### config.mk
export PLATFORM = sky130hd
export DESIGN_NAME = aircon_mode_ctrl
export DESIGN_NICKNAME = d
export VERILOG_FILES = /design/src/rtl/aircon_pkg.sv /design/src/rtl/btn_edge_det.sv /design/src/rtl/aircon_mode_ctrl.sv
export SDC_FILE = /design/constraint.sdc
export NUM_CORES = 1
export LEC_CHECK = 0
export BUFFER_PORTS_ARGS = -buffer_cell sky130_fd_sc_hd__buf_2
export CAP_MARGIN = 20
export CORE_UTILIZATION = 60
export DETAILED_ROUTE_END_ITERATION = 16
export PLACE_DENSITY = 0.78
export SETUP_SLACK_MARGIN = 0.15
export SKIP_CTS_REPAIR_TIMING = 1
export SYNTH_ARGS = -nofsm -noshare
export SYNTH_HDL_FRONTEND = slang
export SYNTH_SLANG_ARGS = --single-unit
### constraint.sdc
create_clock -name Clk_In -period 4.8 [get_ports Clk_In]
set_input_delay 0.24 -clock Clk_In [delete_from_list [all_inputs] [get_ports Clk_In]]
set_output_delay 0.24 -clock Clk_In [all_outputs]
set_load 0.01 [all_outputs]
### src/rtl/aircon_pkg.sv
// aircon_pkg: mode enum, display codes and helpers shared by the aircon controller
package aircon_pkg;
  localparam logic [3:0] THERMO_OFF       = 4'b0000;
  localparam logic [3:0] THERMO_LOW_FAN   = 4'b0001;
  localparam logic [3:0] THERMO_HIGH_FAN  = 4'b0010;
  localparam logic [3:0] THERMO_LOW_COOL  = 4'b0100;
  localparam logic [3:0] THERMO_HIGH_COOL = 4'b1000;
  typedef enum logic [3:0] {
    OFF       = THERMO_OFF,
    LOW_FAN   = THERMO_LOW_FAN,
    HIGH_FAN  = THERMO_HIGH_FAN,
    LOW_COOL  = THERMO_LOW_COOL,
    HIGH_COOL = THERMO_HIGH_COOL
  } mode_t;
  function automatic logic is_cool(mode_t m);
    return (m == LOW_COOL) || (m == HIGH_COOL);
  endfunction
endpackage

### src/rtl/btn_edge_det.sv
// btn_edge_det: registered rising-edge detector for one button level
module btn_edge_det (
  input  logic i_clk,
  input  logic i_rst,
  input  logic i_lvl,
  output logic o_edge
);
  logic r_prev;
  // previous level, cleared on reset so a held button yields one edge afterwards
  always_ff @(posedge i_clk) r_prev <= i_rst ? 1'b0 : i_lvl;
  assign o_edge = i_lvl & ~r_prev;
endmodule

### src/rtl/aircon_mode_ctrl.sv
// aircon_mode_ctrl: button-driven mode FSM with dwell, compressor lockout and turbo timeout
module aircon_mode_ctrl
  import aircon_pkg::*;
#(
  parameter int DWELL_CYC   = 4,
  parameter int LOCKOUT_CYC = 16,
  parameter int TURBO_CYC   = 32,
  parameter int CNT_W       = 8
) (
  input  logic       Clk_In,
  input  logic       Rst_In,
  input  logic       Power_In,
  input  logic       Up_In,
  input  logic       Down_In,
  input  logic       Turbo_In,
  output logic [3:0] Thermo_Out,
  output logic       Turbo_Out,
  output logic       Busy_Out,
  output logic       Lock_Out
);
  localparam logic [CNT_W-1:0] DWELL_LD = CNT_W'(DWELL_CYC - 1);
  localparam logic [CNT_W-1:0] LOCK_LD  = CNT_W'(LOCKOUT_CYC - 1);
  localparam logic [CNT_W-1:0] TURBO_LD = CNT_W'(TURBO_CYC - 1);
  localparam logic [CNT_W-1:0] ONE      = CNT_W'(1);
  logic w_up, w_dn, w_tb;
  logic w_busy, w_lock, w_up_ok, w_dn_ok;
  mode_t r_state, w_state_nxt, w_up_mode, w_dn_mode;
  logic r_turbo, w_turbo_nxt;
  logic [CNT_W-1:0] r_dwell, r_lock, r_tcnt, w_dwell_nxt, w_lock_nxt, w_tcnt_nxt;
  btn_edge_det u_up (.i_clk(Clk_In), .i_rst(Rst_In), .i_lvl(Up_In),    .o_edge(w_up));
  btn_edge_det u_dn (.i_clk(Clk_In), .i_rst(Rst_In), .i_lvl(Down_In),  .o_edge(w_dn));
  btn_edge_det u_tb (.i_clk(Clk_In), .i_rst(Rst_In), .i_lvl(Turbo_In), .o_edge(w_tb));
  assign w_busy = r_dwell != '0;
  assign w_lock = r_lock != '0;
  // next mode, saturating counters and turbo flag; power-off overrides everything
  always_comb begin
    w_up_mode   = (r_state == OFF) ? LOW_FAN : (r_state == LOW_FAN) ? HIGH_FAN :
                  (r_state == HIGH_FAN) ? LOW_COOL : HIGH_COOL;
    w_dn_mode   = (r_state == HIGH_COOL) ? LOW_COOL : (r_state == LOW_COOL) ? HIGH_FAN :
                  (r_state == HIGH_FAN) ? LOW_FAN : OFF;
    w_up_ok     = Power_In && w_up && !w_dn && !w_busy && (r_state != HIGH_COOL) &&
                  !((r_state == HIGH_FAN) && w_lock);
    w_dn_ok     = Power_In && w_dn && !w_up && !w_busy && (r_state != OFF);
    w_state_nxt = !Power_In ? OFF : w_up_ok ? w_up_mode : w_dn_ok ? w_dn_mode : r_state;
    w_dwell_nxt = !Power_In ? '0 : (w_up_ok || w_dn_ok) ? DWELL_LD :
                  w_busy ? r_dwell - ONE : r_dwell;
    w_lock_nxt  = (is_cool(r_state) && !is_cool(w_state_nxt)) ? LOCK_LD :
                  w_lock ? r_lock - ONE : r_lock;
    w_turbo_nxt = (w_state_nxt == OFF) ? 1'b0 :
                  r_turbo ? !(w_tb || (r_tcnt == '0)) : (w_tb && (r_state != OFF));
    w_tcnt_nxt  = (w_turbo_nxt && !r_turbo) ? TURBO_LD :
                  (r_tcnt != '0) ? r_tcnt - ONE : r_tcnt;
  end
  // state and counter registers
  always_ff @(posedge Clk_In) begin
    if (Rst_In) begin
      r_state <= OFF;
      r_turbo <= 1'b0;
      r_dwell <= '0;
      r_lock  <= '0;
      r_tcnt  <= '0;
    end else begin
      r_state <= w_state_nxt;
      r_turbo <= w_turbo_nxt;
      r_dwell <= w_dwell_nxt;
      r_lock  <= w_lock_nxt;
      r_tcnt  <= w_tcnt_nxt;
    end
  end
  assign Thermo_Out = r_state;
  assign Turbo_Out  = r_turbo;
  assign Busy_Out   = w_busy;
  assign Lock_Out   = w_lock;
endmodule

# After elaboration in Yosys (flattened, before gate mapping)

Index checks and enable logic that the tools add are counted.

Add/subtract/negate cells: 3
Eq/ne operators: 7
Mux-type cells: 17
Bitwise logic cells: 7
Reduce and logical (&&, ||, !) cells: 38

Operators with widths:

| kind                                                               | count |
|---|---|
| 4-bit 2-to-1 mux                                                   | 8 |
| 8-bit nonzero test                                                 | 3 |
| 8-bit by 1-bit subtractor with 8-bit output, second input constant | 3 |
| 1-bit logical AND                                                  | 13 |
| 5-bit 2-to-1 mux                                                   | 2 |
| 4-bit by 3-bit == test with 1-bit output, second input constant    | 2 |
| 4-bit == test, second input constant                               | 2 |
| 4-bit zero test                                                    | 2 |
| 8-bit zero test                                                    | 1 |
| 1-bit zero test                                                    | 7 |
| 2-bit 2-to-1 mux                                                   | 3 |
| 2-bit nonzero test                                                 | 3 |
| 2-bit OR reduction                                                 | 3 |
| 4-bit by 1-bit == test with 1-bit output, second input constant    | 1 |
| 4-bit by 2-bit == test with 1-bit output, second input constant    | 1 |
| 1-bit logical OR                                                   | 4 |
| 4-bit != test, second input constant                               | 1 |
| 1-bit NOT                                                          | 4 |
| 4-bit nonzero test                                                 | 1 |
| 1-bit bitwise AND                                                  | 3 |
| 1-bit 2-to-1 mux                                                   | 3 |
| 3-bit 2-to-1 mux                                                   | 1 |
| 3-bit OR reduction                                                 | 1 |

Bits in registers: 32
Input port bits: 6
Logic and storage cells: 83

# Longest topological paths before layout

Depth after elaboration: 14
Gate-level depth with buffers: 9
Mapped depth without buffers: 9

# Modules after synthesis

From an unflattened synthesis, not the netlist that was laid out.

Cell total of the unflattened synthesis: 247
Area, all modules: 2016.9 um2

By module, submodules not included:

| module           | instances | cells each | area an instance (um2) | sequential area each (um2) |
|---|---|---|---|---|
| aircon_mode_ctrl | 1         | 238        | 1874.3                 | 580.6 |
| btn_edge_det     | 3         | 3          | 47.5                   | 20.0 |

# Least setup slack after synthesis

No wires, ideal clock.

Path type: flip-flop to flip-flop
From: register r_dwell[0]
To: register r_lock[4]
Data arrival time: 2.288 ns
Slack: 2.452 ns
Cell stages (with the launch flop): 10
Buffers on the path: 0
Path through: dfxtp_1 > inv_1 > ha_1 > nor2b_1 > nand4_1 > or3_4 > a2bb2oi_2 > a211o_4 > o311ai_4 > and3_1

Cells in the longest elaborated chain, start to end: 12

RTL lines:

| what                                                                      | RTL line                                       | text |
|---|---|---|
| from (decl)                                                               | aircon_mode_ctrl.sv:29                         | `logic [CNT_W-1:0] r_dwell, r_lock, r_tcnt, w_dwell_nxt, w_lock_nxt, w_tcnt_nxt;` |
| from (signal assigned)                                                    | aircon_mode_ctrl.sv:65                         | `r_dwell <= w_dwell_nxt;` |
| 8-bit nonzero test (*)                                                    | aircon_mode_ctrl.sv:33                         | `assign w_busy = r_dwell != '0;` |
| 1-bit zero test (*)                                                       | aircon_mode_ctrl.sv:41, aircon_mode_ctrl.sv:43 |  |
| 1-bit logical AND, on equally long branches (2 in a row)                  | aircon_mode_ctrl.sv:43, aircon_mode_ctrl.sv:41 |  |
| 4-bit 2-to-1 mux or 1-bit logical AND (tied branches)                     | aircon_mode_ctrl.sv:44, aircon_mode_ctrl.sv:41 |  |
| 4-bit 2-to-1 mux (*) (2 in a row)                                         | aircon_mode_ctrl.sv:44                         | `w_state_nxt = !Power_In ? OFF : w_up_ok ? w_up_mode : w_dn_ok ? w_dn_mode : r_state;` |
| 4-bit by 3-bit == test with 1-bit output or 4-bit == test (tied branches) | aircon_pkg.sv:16                               | `return (m == LOW_COOL) \|\| (m == HIGH_COOL);` |
| 1-bit logical OR (*)                                                      | aircon_pkg.sv:16                               |  |
| 1-bit zero test (*)                                                       | aircon_mode_ctrl.sv:47                         | `w_lock_nxt = (is_cool(r_state) && !is_cool(w_state_nxt)) ? LOCK_LD :` |
| 1-bit logical AND (*)                                                     | aircon_mode_ctrl.sv:47                         |  |
| 2-bit OR reduction (no source line) (*)                                   | n/a                                            |  |
| to (signal assigned)                                                      | aircon_mode_ctrl.sv:66                         | `r_lock <= w_lock_nxt;` |
| to (decl)                                                                 | aircon_mode_ctrl.sv:29                         |  |

Mark *: on every way between the ends. The rest lies on a longest branch, timed or not.
A chain may end at the register's enable or synchronous reset.

# Worst setup path after layout

From: register r_dwell[0]
To: register r_lock[6]

Same word-level chain as after synthesis.

==> impl_metrics.csv <==
group,metric,value,unit
run_status,status,"completed",
die,rows,19,
global_routing,grt_pass1_vias,1327,
setup_path,path_delay_family,"compound AO/OA/AOI/OAI gates",
routing,antenna_left,0,
clock_network,htreeDepth,2,
sta,fin_crit,2651,ps
routing,drc_errors,0,
setup_path,path_max_fanout,8,
clock_network,insertion_delay,330,ps
flow_run,maxCapViolCount,0,
synthesis,synth-edff-count,0,
die,die_h,56.30,um
synthesis,yosysWarnings,0,
synthesis,syn-cell-area,1769,um^2
global_routing,grt_pass1_wl,5.892,mm
clock_network,cts_root_buffer,"clkbuf_4",
sta,rsz0062_at_grt,"false",
sta,setup_tns,0,ps
power_and_ir_drop,p_per_area,748.7,nW/um^2
setup_path,path_buf_inv,1,
sta,max_freq,377.3,MHz
setup_path,cp.arrival,2930,ps
place,port_buffers,12,
clock_network,cts_tree,"done",
clock_network,numCtsBuffers,5,
routing,postRouteWirelength,3.333,mm
synthesis,synthTopCellsByCount,"dfxtp_1, nor2_1, xnor2_1, nor3_1, o21ai_0",
clock_network,clkSlewWorstSetupHoldPaths,110,ps
power_and_ir_drop,leakagePower,0.7843,nW
routing,post_drt_via_cell_ratio,5.905,
routing,drtIter0Drc,48,
synthesis,syn_inst,195,
synthesis,async_reset_ff_share,0,%
setup_path,required,5080,ps
sta,relSlewSlack,50.97,%
die,initial_core_util,63.61,%
synthesis,ys_top_cells_by_area,"dfxtp_1, xnor2_1, nor2_1, ha_1, xor2_1",
synthesis,yosysTopAreaCell,"dfxtp_1",
synthesis,ys.flop_type,"dfxtp_1",
worst_hold_path,hold_class,"input pin to flip-flop",
sta,fin_ws,2149,ps
setup_path,crit_chain,"inv_1, ha_1, nor2b_1, nand4b_1, nor4_1, a22oi_1, a211o_4, o311ai_4, and3_1",
routing,wl_per_cell,13.77,um
global_routing,antenna_found_initial,0,
sta,finalMaxSlewViolations,0,
die,ios,13,
die,coreArea,2781,um^2
sta,hold_viol,0,
synthesis,yosysSeqAreaShare,36.21,%
place,gp_congestion,0.8535,
setup_path,endpoint_kind,"flip-flop",
die,die_w,56.30,um
global_routing,track_usage,23.68,%
routing,dr.pass1.iters,4,
sta,finalClockSkew,6.265,ps
setup_path,cpPeakStageDelay,410,ps
sta,finalSetupViolations,0,
clock_network,cts_buffer_depth,2,
setup_path,crit_type,"flip-flop to flip-flop",
synthesis,yosysTopAreaCellShare,36.21,%
sta,worst_slew_pin_slew,729.8,ps
setup_path,slowest_stage,"nor4_1",
global_routing,globalRouteOverflowTotal,0,
global_routing,grt_max_degree,20,
power_and_ir_drop,peakVddDrop,0.6030,mV
final_layout,layout.nets,221,
place,dp_hpwl,2.586,mm
synthesis,ys_seq_elements,32,
synthesis,yosys.cell_types.count,46,
die,fp.dieArea,3170,um^2
routing,vias,1429,
place,pre_cts_ws,2200,ps
final_layout,syn_to_final_growth,8.204,%
clock_network,cts_num_sinks,32,
final_layout,n_antenna_cell,0,
final_layout,drive_gt1_share,18.01,%
synthesis,avgSynthCellArea,9.073,um^2
final_layout,nFillCells,229,
setup_path,start_kind,"flip-flop",
synthesis,yosysMostFrequentCell,"dfxtp_1",
sta,timing.final.crit_share,55.22,%
synthesis,syn-num-nets,206,
==> layout by cell type, fill, tap and decap left out, types with 2 or more instances in the layout <==
cell and n:
buf_2 12, and3_1 4, nor2b_1 5, nor3_1 12, inv_1 10, and2b_2 2, dfxtp_1 32, ha_1 5
clkbuf_4 5, nor4_1 8, nand2b_1 3, and2_1 3, nor4_4 2, nor2_1 20, nand2_1 10, nand3b_1 3
xnor2_1 15, or3_1 2, nand4_1 3, nand3_1 2, xor2_1 7, and2_2 2, o21ai_0 11, a21oi_1 9
==> path summary, 6_finish.rpt <==
check	from	endpoint	slack, ps	cells after the start
setup / recovery	r_dwell[0]$_SDFFE_PP0P_	r_lock[6]$_SDFFE_PP0P_	2150	9
hold / removal	Down_In	u_dn.r_prev$_SDFF_PP0_	150	2
setup reg to reg	r_dwell[0]$_SDFFE_PP0P_	r_lock[6]$_SDFFE_PP0P_	2150	9
hold reg to reg	r_tcnt[1]$_SDFFE_PP0P_	r_tcnt[1]$_SDFFE_PP0P_	550	2
==> power breakdown <==
group	switching, mW	internal [mW]
logic	0.417	0.352
clock network	0.0945	0.109
registers	0.102	0.359
==> per-stage QoR <==
step	util (%)	instances	total power [mW]	hold slack [ps]	instance area, um^2
after floorplan	-	195	1.086	368.2	1769
after detailed placement	65.95	234	1.232	484.8	1834
after global placement	65.95	234	1.200	467.2	1834
after CTS	68.83	242	1.439	134.8	1914
after global routing	68.83	242	1.561	129.1	1914
final	68.83	242	1.433	145.2	1914
==> area by class of cell <==
| cell class | count | area (um^2) | share of cell area, % |
|---|---|---|---|
| Clock inverter | 3 | 42.54 | 2.222 |
| Multi-Input combinational cell | 149 | 1057 | 55.23 |
| Tap cell | 31 | 38.79 | 2.026 |
| Timing Repair Buffer | 12 | 60.06 | 3.137 |
| Sequential cell | 32 | 640.6 | 33.46 |
| Inverter | 10 | 37.54 | 1.961 |
| Clock buffer | 5 | 37.54 | 1.961 |
==> cells by family after synthesis <==
group	after synthesis	share of synthesized area, %
compound gates	30	13.51
fa+ha+maj	5	3.536
simple gates	92	31.83
buf+inv	14	4.031
flops	32	36.21
xor+xnor	22	10.89
==> per-layer routing <==
metal / routed length (um) / track usage, % / vias up
met2: 1621 / 37.93 / 34
met4: 30 / 8.711 / 0
met1: 1542 / 31.66 / 667
met5: 0 / 0 / -
li1: - / - / 724
met3: 137 / 4.839 / 4
==> sequential cells by signal (all words and copies together), names as in the netlist <==
| signal | count |
|---|---|
| r_dwell | 8 |
| r_lock | 8 |
| r_tcnt | 8 |
| Thermo_Out | 4 |
| Turbo_Out | 1 |
| u_dn.r_prev | 1 |
| u_tb.r_prev | 1 |
| u_up.r_prev | 1 |
Power figures use the tool's default switching activity.
